<file path="config.mk">
export PLATFORM = sky130hd
export DESIGN_NAME = fetch_unit
export DESIGN_NICKNAME = d
export VERILOG_FILES = /design/src/rtl/cpup_pkg.sv /design/src/rtl/fetch_prefetch_buf.sv /design/src/rtl/fetch_unit.sv
export SDC_FILE = /design/constraint.sdc
export NUM_CORES = 1
export LEC_CHECK = 0
export CAP_MARGIN = 15
export CORE_MARGIN = 10
export CORE_UTILIZATION = 46
export DETAILED_ROUTE_END_ITERATION = 10
export GPL_TIMING_DRIVEN = 0
export PLACE_DENSITY = 0.89
export SLEW_MARGIN = 20
export SYNTH_ARGS = -nofsm -noshare
export SYNTH_HDL_FRONTEND = slang
export SYNTH_SLANG_ARGS = --single-unit
</file>
<file path="constraint.sdc">
create_clock -name clock -period 2.8 [get_ports clock]
set_input_delay 0.42 -clock clock [delete_from_list [all_inputs] [get_ports clock]]
set_output_delay 0.42 -clock clock [all_outputs]
set_load 0.01 [all_outputs]
</file>
<file path="src/rtl/cpup_pkg.sv">
// Shared definitions for the fetch unit: FSM state encoding, word width and the
// opcode bit that marks an attached immediate word.
package cpup_pkg;

  localparam int unsigned WORD_W     = 16;
  localparam int unsigned ATTACH_BIT = 1;

  typedef enum logic [2:0] {
    FETCH_OP  = 3'd0,
    WAIT_OP   = 3'd1,
    FETCH_IMM = 3'd2,
    WAIT_IMM  = 3'd3,
    EXEC      = 3'd4
  } fetch_state_e;

  function automatic logic has_imm(input logic [WORD_W-1:0] word);
    return word[ATTACH_BIT];
  endfunction

endpackage

</file>
<file path="src/rtl/fetch_prefetch_buf.sv">
// One-entry prefetch buffer holding the opcode word fetched while the current
// instruction executes. Flush has priority over fill.
module fetch_prefetch_buf
  import cpup_pkg::*;
(
  input  logic              clock,
  input  logic              reset,
  input  logic              flush_i,
  input  logic              fill_i,
  input  logic [WORD_W-1:0] fill_data_i,
  input  logic              take_i,
  output logic              valid_o,
  output logic [WORD_W-1:0] data_o
);

  logic              valid_q;
  logic [WORD_W-1:0] data_q;

  always_ff @(posedge clock or posedge reset) begin
    if (reset) begin
      valid_q <= 1'b0;
      data_q  <= '0;
    end else if (flush_i) begin
      valid_q <= 1'b0;
    end else if (fill_i) begin
      valid_q <= 1'b1;
      data_q  <= fill_data_i;
    end else if (take_i) begin
      valid_q <= 1'b0;
    end
  end

  assign valid_o = valid_q;
  assign data_o  = data_q;

endmodule

</file>
<file path="src/rtl/fetch_unit.sv">
// Instruction fetch unit: fetches an opcode word and an optional immediate word
// over a req/ack memory port. Define FETCH_PREFETCH_EN to add a one-entry prefetch buffer.
module fetch_unit
  import cpup_pkg::*;
#(
  parameter logic [15:0] RESET_PC = 16'h0000
) (
  input  logic        clock,
  input  logic        reset,
  output logic [15:0] mem_addr,
  output logic        mem_req,
  input  logic        mem_ack,
  input  logic [15:0] mem_data,
  output logic [15:0] instruction,
  output logic [15:0] immediate,
  output logic        instr_valid,
  input  logic        exec_done,
  input  logic        pc_load,
  input  logic [15:0] pc_load_val,
  output logic [15:0] pc
);

  fetch_state_e state_q;
  logic [15:0]  pc_q;
  logic [15:0]  pc_inc_d;
  logic [15:0]  instr_q;
  logic [15:0]  imm_q;
  logic [15:0]  addr_q;
  logic         valid_q;
  logic         req_q;
  logic         discard_q;
  logic         buf_valid;
  logic [15:0]  buf_data;

  assign pc_inc_d = pc_q + 16'd1;

`ifdef FETCH_PREFETCH_EN
  logic buf_fill;
  logic buf_take;

  // A prefetch that returns together with a jump belongs to the old flow.
  assign buf_fill = (state_q == EXEC) && req_q && mem_ack && !discard_q && !pc_load;
  assign buf_take = (state_q == FETCH_OP) && buf_valid && !pc_load;

  fetch_prefetch_buf u_prefetch_buf (
    .clock       (clock),
    .reset       (reset),
    .flush_i     (pc_load),
    .fill_i      (buf_fill),
    .fill_data_i (mem_data),
    .take_i      (buf_take),
    .valid_o     (buf_valid),
    .data_o      (buf_data)
  );
`else
  assign buf_valid = 1'b0;
  assign buf_data  = '0;
`endif

  always_ff @(posedge clock or posedge reset) begin
    if (reset) begin
      state_q   <= FETCH_OP;
      pc_q      <= RESET_PC;
      instr_q   <= '0;
      imm_q     <= '0;
      addr_q    <= '0;
      valid_q   <= 1'b0;
      req_q     <= 1'b0;
      discard_q <= 1'b0;
    end else begin
      case (state_q)
        FETCH_OP: begin
          if (pc_load) begin
            pc_q <= pc_load_val;
          end else if (buf_valid) begin
            instr_q <= buf_data;
            if (has_imm(buf_data)) begin
              state_q <= FETCH_IMM;
            end else begin
              valid_q <= 1'b1;
              state_q <= EXEC;
            end
          end else begin
            addr_q  <= pc_q;
            req_q   <= 1'b1;
            state_q <= WAIT_OP;
          end
        end

        WAIT_OP, WAIT_IMM: begin
          // A jump never cancels the bus cycle; it only marks the reply as stale.
          if (mem_ack) begin
            req_q     <= 1'b0;
            discard_q <= 1'b0;
            if (pc_load) begin
              pc_q    <= pc_load_val;
              state_q <= FETCH_OP;
            end else if (discard_q) begin
              state_q <= FETCH_OP;
            end else begin
              pc_q <= pc_inc_d;
              if (state_q == WAIT_IMM) begin
                imm_q   <= mem_data;
                valid_q <= 1'b1;
                state_q <= EXEC;
              end else if (has_imm(mem_data)) begin
                instr_q <= mem_data;
                state_q <= FETCH_IMM;
              end else begin
                instr_q <= mem_data;
                valid_q <= 1'b1;
                state_q <= EXEC;
              end
            end
          end else if (pc_load) begin
            pc_q      <= pc_load_val;
            discard_q <= 1'b1;
          end
        end

        FETCH_IMM: begin
          if (pc_load) begin
            pc_q    <= pc_load_val;
            state_q <= FETCH_OP;
          end else begin
            addr_q  <= pc_q;
            req_q   <= 1'b1;
            state_q <= WAIT_IMM;
          end
        end

        EXEC: begin
`ifdef FETCH_PREFETCH_EN
          if (req_q && mem_ack) begin
            req_q     <= 1'b0;
            discard_q <= 1'b0;
            if (!discard_q) pc_q <= pc_inc_d;
          end else if (req_q && pc_load) begin
            discard_q <= 1'b1;
          end else if (!req_q && !buf_valid && !pc_load && !exec_done) begin
            addr_q <= pc_q;
            req_q  <= 1'b1;
          end
`endif
          if (pc_load) pc_q <= pc_load_val;
          // An unanswered prefetch becomes the next opcode fetch.
          if (exec_done) begin
            valid_q <= 1'b0;
            state_q <= (req_q && !mem_ack) ? WAIT_OP : FETCH_OP;
          end
        end

        default: state_q <= FETCH_OP;
      endcase
    end
  end

  assign mem_addr    = addr_q;
  assign mem_req     = req_q;
  assign instruction = instr_q;
  assign immediate   = imm_q;
  assign instr_valid = valid_q;
  assign pc          = pc_q;

endmodule
</file>
* After elaboration in Yosys (flattened, before gate mapping)
Index checks and enable logic that the tools add are counted.
** Operators by class
- Equal/unequal tests :: 12
- Reductions and logical operators :: 18
- Muxes and demuxes :: 27
- $add $sub $neg :: 1
- Bitwise operators :: 3
** Operators by type and width (number)
- 16-bit 2-to-1 mux :: 4
- 16-bit case mux with 2 select lines :: 1
- 3-bit 2-to-1 mux :: 7
- 16-bit by 1-bit adder with 16-bit output, second input constant :: 1
- 2-bit != test, second input constant :: 6
- 3-bit case mux with 4 select lines :: 1
- 1-bit 2-to-1 mux :: 11
- 5-bit AND reduction :: 2
- 2-bit nonzero test :: 4
- 3-bit by 2-bit == test with 1-bit output, second input constant :: 2
- 2-bit AND reduction :: 3
- 3-bit AND reduction :: 2
- 6-bit AND reduction :: 1
- 4-bit != test, second input constant :: 1
- 1-bit case mux with 2 select lines :: 2
- 2-bit OR reduction :: 2
- 3-bit by 1-bit == test with 1-bit output, second input constant :: 1
- 3-bit == test, second input constant :: 1
- 3-bit zero test :: 1
- 3-bit != test, second input constant :: 1
- 1-bit NOT :: 3
- 3-bit OR reduction :: 1
- 2-bit 2-to-1 mux :: 1
- 1-bit logical AND :: 1
- 1-bit zero test :: 1
** Word-level totals
- Word-level logic and storage cells :: 69
- Input bits :: 37
- Bits in registers :: 70

* Logic depth before layout (Yosys ltp)
- Depth after elaboration :: 6
- Mapped depth :: 7
- Gate-level depth less buffers :: 6

* Worst setup path after synthesis
OpenSTA, ideal clock, no wires.
- Kind :: reg-to-reg
- Start :: register state_q[2]
- End :: register instr_q[0] (netlist: instruction[0])
- Path slack :: 1.092 ns
- Arrival :: 1.583 ns
- Setup time :: 0.125 ns
- Stages on the path, launching flop included :: 7
- Path buffers :: 2
- Cell sequence :: dfrtp_1 buf_6 nor2b_4 nand2_4 nor4_4 buf_8 mux2_4
** Between the ends
- Word-level cells in the longest chain between the ends :: 3
- Elaborated cells on any way between the ends :: 5
- Those cells by class :: eq/ne: 2; bitwise: 1; reduce/logical: 2
** Ends and longest elaborated chain
- from (decl) :: RTL line fetch_unit.sv:23 : fetch_state_e state_q;
- from (signal assigned) :: RTL line fetch_unit.sv:149 : state_q <= (req_q && !mem_ack) ? WAIT_OP : FETCH_OP;
- 3-bit by 2-bit == test with 1-bit output or 3-bit by 1-bit == test with 1-bit output (tied branches) :: RTL line fetch_unit.sv:71, fetch_unit.sv:102
- 2-bit OR reduction or 1-bit NOT (tied branches)
- 5-bit AND reduction (no line) *
- to (signal assigned) :: RTL line fetch_unit.sv:76 : instr_q <= buf_data;
- to (signal assigned) :: RTL line fetch_unit.sv:107 : instr_q <= mem_data;
- to (signal assigned) :: RTL line fetch_unit.sv:110 : instr_q <= mem_data;
- to (decl) :: RTL line fetch_unit.sv:26 : logic [15:0] instr_q;
Mark *: on every way between the ends. The rest lies on a longest branch, timed or not.
A chain may end at the register's enable or synchronous reset.

* Final worst setup path
- Start :: input pc_load
- End :: register addr_q[2] (netlist: mem_addr[2])
** Between the ends
- Word-level cells in the longest chain between the ends :: 2
** Ends and longest elaborated chain
- from (decl) :: RTL line fetch_unit.sv:18 : input logic pc_load,
- 1-bit NOT (no line)
- 2-bit AND reduction (no line)
- to (signal assigned) :: RTL line fetch_unit.sv:84 : addr_q <= pc_q;
- to (signal assigned) :: RTL line fetch_unit.sv:126 : addr_q <= pc_q;
- to (decl) :: RTL line fetch_unit.sv:28 : logic [15:0] addr_q;
Every way passes these cells.

==> tab_implementation.tex <==
\begin{tabular}{lr}
\hline
Metric & Value \\
\hline
\multicolumn{2}{l}{\textbf{Run status}} \\
\quad Run status & complete, no violations \\
\multicolumn{2}{l}{\textbf{Timing}} \\
\quad Setup-violating endpoint count in the final report & 0 \\
\quad Final Hold Fails & 0 \\
\quad Setup repair after global routing missed its margin & false \\
\quad Hold\_ws & roughly 0.35 ns \\
\quad Fin crit period & 2.17 ns \\
\quad Slew at the pin closest to its max-slew limit & slightly below 0.7 ns \\
\quad Highest clock rate & approximately 460 MHz \\
\quad Rel. slew slack & 0.543 \\
\quad Part of the cycle the worst path needs & 0.776 \\
\quad Clock Skews & about 0.01 ns \\
\quad Final number of max-transition violations & 0 \\
\multicolumn{2}{l}{\textbf{Placement}} \\
\quad Placed Instance Area & between 0.004 and 0.005 sq mm \\
\quad Total of buffers placed on input and output ports & just over 100 \\
\quad DP Cell Count & roughly 460 \\
\quad Final HPWL DP & between 6000 and 7000 um \\
\quad Final RePlAce weighted congestion & 0.838 \\
\multicolumn{2}{l}{\textbf{Setup path}} \\
\quad Arrival time at the worst endpoint & 2.40 ns \\
\quad Required time of the critical path & 3.03 ns \\
\quad CP endpoint kind & register \\
\quad Cell repeated most along the worst path & sky130\_fd\_sc\_hd\_\_buf\_2 \\
\quad Worst stage delay on the critical path & 0.57 ns \\
\quad Worst Path Buf+Inv & 3 \\
\quad Crit Path Max Fanout & 10 \\
\quad Slowest cell on the critical path & sky130\_fd\_sc\_hd\_\_nor3\_2 \\
\quad Kind of critical path & in2reg \\
\quad Worst-path cell chain & clkdlybuf4s50\_1 -> buf\_2 -> nor3\_2 -> buf\_2 -> mux2\_2 \\
\quad Largest delay share family, worst path & buffers and inverters \\
\quad Kind of launch point of the worst setup path & input pin \\
\multicolumn{2}{l}{\textbf{Drt}} \\
\quad Met2 routed wirelength & around 4900 um \\
\quad Routed wire length per instance & about 19 um \\
\quad DRC violation count after routing & 0 \\
\quad Detailed-router iteration count before antenna repair & 6 \\
\quad Wire length on met3 & 564 um \\
\quad Antenna Nets Post-Route & 0 \\
\quad Uppermost routed layer & met4 \\
\quad Post-detailed-routing wire length & around 9000 um \\
\quad Post-Route M1 WL & approximately 3400 um \\
\quad Violation count after the first detailed-route iteration & just over 200 \\
\quad Via count & about 2600 \\
\quad Vias per Instance & roughly 5.6 \\
\multicolumn{2}{l}{\textbf{Layout}} \\
\quad P\&R area growth vs syn & 42.4\% \\
\quad Antenna diode instance count & 0 \\
\quad Fraction of final layout cells sized beyond drive strength 1 & 0.238 \\
\quad Number of standard cells in the layout, taps in and fillers out & about 470 \\
\quad Net count of the finished layout & between 400 and 500 \\
\quad Finished layout cell area & about 0.0046 sq mm \\
\multicolumn{2}{l}{\textbf{Clock tree}} \\
\quad Post-cts resize count & 0 \\
\quad Number of buffers inserted during clock tree synthesis & 9 \\
\quad Number of hold buffers added after CTS & 0 \\
\quad Maximum number of buffers from clock root to sink & 2 \\
\quad H-tree depth & 3 \\
\quad Clock tree from TritonCTS & built \\
\quad Number of clock sinks & 70 \\
\quad \# Post-CTS Setup Buffers & 0 \\
\quad Insertion delay to the later sink of the worst-skew pair & about 0.35 ns \\
\quad CTS Root Buffer Type & sky130\_fd\_sc\_hd\_\_clkbuf\_8 \\
\quad Worst-path clk slew & 0.07 ns \\
\multicolumn{2}{l}{\textbf{Yosys}} \\
\quad Most instantiated flip-flop cell in the synthesis netlist & sky130\_fd\_sc\_hd\_\_dfrtp\_1 \\
\quad Flip-flop and latch count after synthesis & 70 \\
\quad Cell accounting for the most synthesized area & sky130\_fd\_sc\_hd\_\_dfrtp\_1 \\
\quad Number of warnings issued by yosys & 0 \\
\quad Dominant cells by area after synthesis & sky130\_fd\_sc\_hd\_\_dfrtp\_1 54\%, sky130\_fd\_sc\_hd\_\_mux2\_2 14\%, sky130\_fd\_sc\_hd\_\_mux2\_4 4.2\%, sky130\_fd\_sc\_hd\_\_a21oi\_1 3.4\%, sky130\_fd\_sc\_hd\_\_o22ai\_1 1.9\% \\
\quad Most instantiated library cell after synthesis & sky130\_fd\_sc\_hd\_\_dfrtp\_1 \\
\quad Distinct cell type count of the synthesized netlist & 45 \\
\quad Cells after Synth & between 200 and 300 \\
\quad Per-instance average area after synthesis & between 10 and 15 sq um \\
\quad Number of flops mapped to enable cells by yosys & 0 \\
\quad Area fraction of the dominant cell type after synthesis & 0.543 \\
\quad Area of the mapped netlist & around 0.0032 sq mm \\
\quad Share of the yosys chip area belonging to registers & 0.543 \\
\quad Synth async-reset ratio & 1.00 \\
\quad Syn\_nets & approximately 300 \\
\quad Most numerous cell types in the synthesized netlist & 70 x sky130\_fd\_sc\_hd\_\_dfrtp\_1, 39 x sky130\_fd\_sc\_hd\_\_mux2\_2, 22 x sky130\_fd\_sc\_hd\_\_a21oi\_1 \\
\multicolumn{2}{l}{\textbf{Floorplanning}} \\
\quad Number of placed I/O pins & around 100 \\
\quad Core area & around 0.0068 sq mm \\
\quad Die width & just over 100 um \\
\quad Row Count & 30 \\
\quad Area enclosed by the die boundary & about 0.011 sq mm \\
\quad Initial Utilization & 0.475 \\
\quad Die outline height & 104 um \\
\multicolumn{2}{l}{\textbf{Run}} \\
\quad Count of maximum capacitance violations & 0 \\
\multicolumn{2}{l}{\textbf{GRT}} \\
\quad Maximum number of pins on one net before global-route repair & 39 \\
\quad Initial antenna violation count & 0 \\
\quad Via count of the first global-routing pass & between 2000 and 3000 \\
\quad First-pass GRT wire length & about 15000 um \\
\quad Tot GR Track Use & 0.168 \\
\quad GRT overflow & 0 \\
\multicolumn{2}{l}{\textbf{Min path}} \\
\quad Type of the tightest min-delay check & in2reg \\
\multicolumn{2}{l}{\textbf{Pwr}} \\
\quad Max IR drop VDD & approximately 0.5 mV \\
\quad Power per Cell Area & about 900 mW/mm\^{}2 \\
\quad Leakage power of the design & $\sim$2 nW \\
\hline
\end{tabular}
==> power breakdown <==
| part | internal [W] | total [W] | switching, W |
|---|---|---|---|
| Combinational | 0.000996 | 0.00165 | 0.000653 |
| Clock | 0.000500 | 0.000879 | 0.000379 |
| Sequential | 0.00137 | 0.00161 | 0.000246 |
| Total | 0.00286 | 0.00414 | 0.00128 |
==> state kept, by name, indices dropped and copies added, names as in the netlist <==
signal,flops
mem_addr,16
instr_valid,1
pc,16
immediate,16
mem_req,1
discard_q,1
state_q,3
instruction,16
==> layout make-up <==
class	instances	area, sq um
clock buffers	10	128
plain buffers	16	115
well taps	96	120
inverters	4	17.5
clock inverters	6	86.3
multi-input cells	170	1340
fillers	503	2200
flip-flops and latches	70	1750
repair buffers	102	1030
==> layer usage <==
metal  up-vias  track usage
met3        20       0.0341
met1      1302        0.191
met5         -            0
met2       142        0.300
met4         0       0.0636
li1       1185            -
==> through the flow <==
step,util,TNS [ns],setup slack (ns),total power (W)
4_1_cts,0.676,0,0.647,0.00418
3_3_place_gp,0.641,-38.45,-0.551,0.00322
5_1_grt,0.676,0,0.570,0.00435
2_1_floorplan,-,0,0.612,0.00234
3_5_place_dp,0.644,0,0.292,0.00330
6_report,0.676,0,0.626,0.00414
==> worst paths after layout <==
| check | start | depth (start not counted) | end | slack [ns] |
|---|---|---|---|---|
| max reg2reg | pc[1] | 6 | pc[10] | 0.82 |
| min reg2reg | instr_valid | 2 | instr_valid | 0.48 |
| min | mem_ack | 2 | discard_q | 0.35 |
| min in group asynchronous | reset | 2 | mem_addr[10] | 0.43 |
| max in group asynchronous | reset | 3 | state_q[2] | 1.84 |
| max | pc_load | 5 | mem_addr[2] | 0.63 |
==> kinds of logic (layout without fill, tap and decap cells) <==
kind of cell | count (synthesis) | after routing | share of synthesized area
flip-flops | 70 | 70 | 0.543
AND/OR/NAND/NOR | 60 | 60 | 0.113
AO/OA/AOI/OAI | 60 | 60 | 0.118
adder cells (fa/ha/maj) | 1 | 1 | 0.00388
buffers and inverters | 20 | 138 | 0.0403
multiplexers | 49 | 49 | 0.181
==> layout by cell type (no fill, tap or decap), types with 2 or more instances in the layout <==
| cell type | instances |
|---|---|
| sky130_fd_sc_hd__dfrtp_1 | 70 |
| sky130_fd_sc_hd__nor3_1 | 2 |
| sky130_fd_sc_hd__nor3_4 | 2 |
| sky130_fd_sc_hd__a21oi_1 | 22 |
| sky130_fd_sc_hd__nand4_1 | 7 |
| sky130_fd_sc_hd__buf_2 | 5 |
| sky130_fd_sc_hd__mux2_4 | 9 |
| sky130_fd_sc_hd__inv_1 | 3 |
| sky130_fd_sc_hd__o21ai_0 | 11 |
| sky130_fd_sc_hd__a21o_1 | 3 |
| sky130_fd_sc_hd__mux2_2 | 39 |
| sky130_fd_sc_hd__clkbuf_8 | 9 |
| sky130_fd_sc_hd__nand3_1 | 10 |
| sky130_fd_sc_hd__clkbuf_1 | 5 |
| sky130_fd_sc_hd__clkdlybuf4s50_1 | 101 |
| sky130_fd_sc_hd__a41o_1 | 2 |
| sky130_fd_sc_hd__nand2_1 | 12 |
| sky130_fd_sc_hd__and3_1 | 2 |
| sky130_fd_sc_hd__a31o_2 | 3 |
| sky130_fd_sc_hd__bufinv_16 | 2 |
| sky130_fd_sc_hd__o22ai_1 | 10 |
| sky130_fd_sc_hd__buf_6 | 4 |
| sky130_fd_sc_hd__buf_4 | 2 |
| sky130_fd_sc_hd__clkinv_2 | 2 |
| sky130_fd_sc_hd__nor2_1 | 12 |
| sky130_fd_sc_hd__nor3_2 | 2 |
Note: power is estimated with default switching activity, not from simulation.
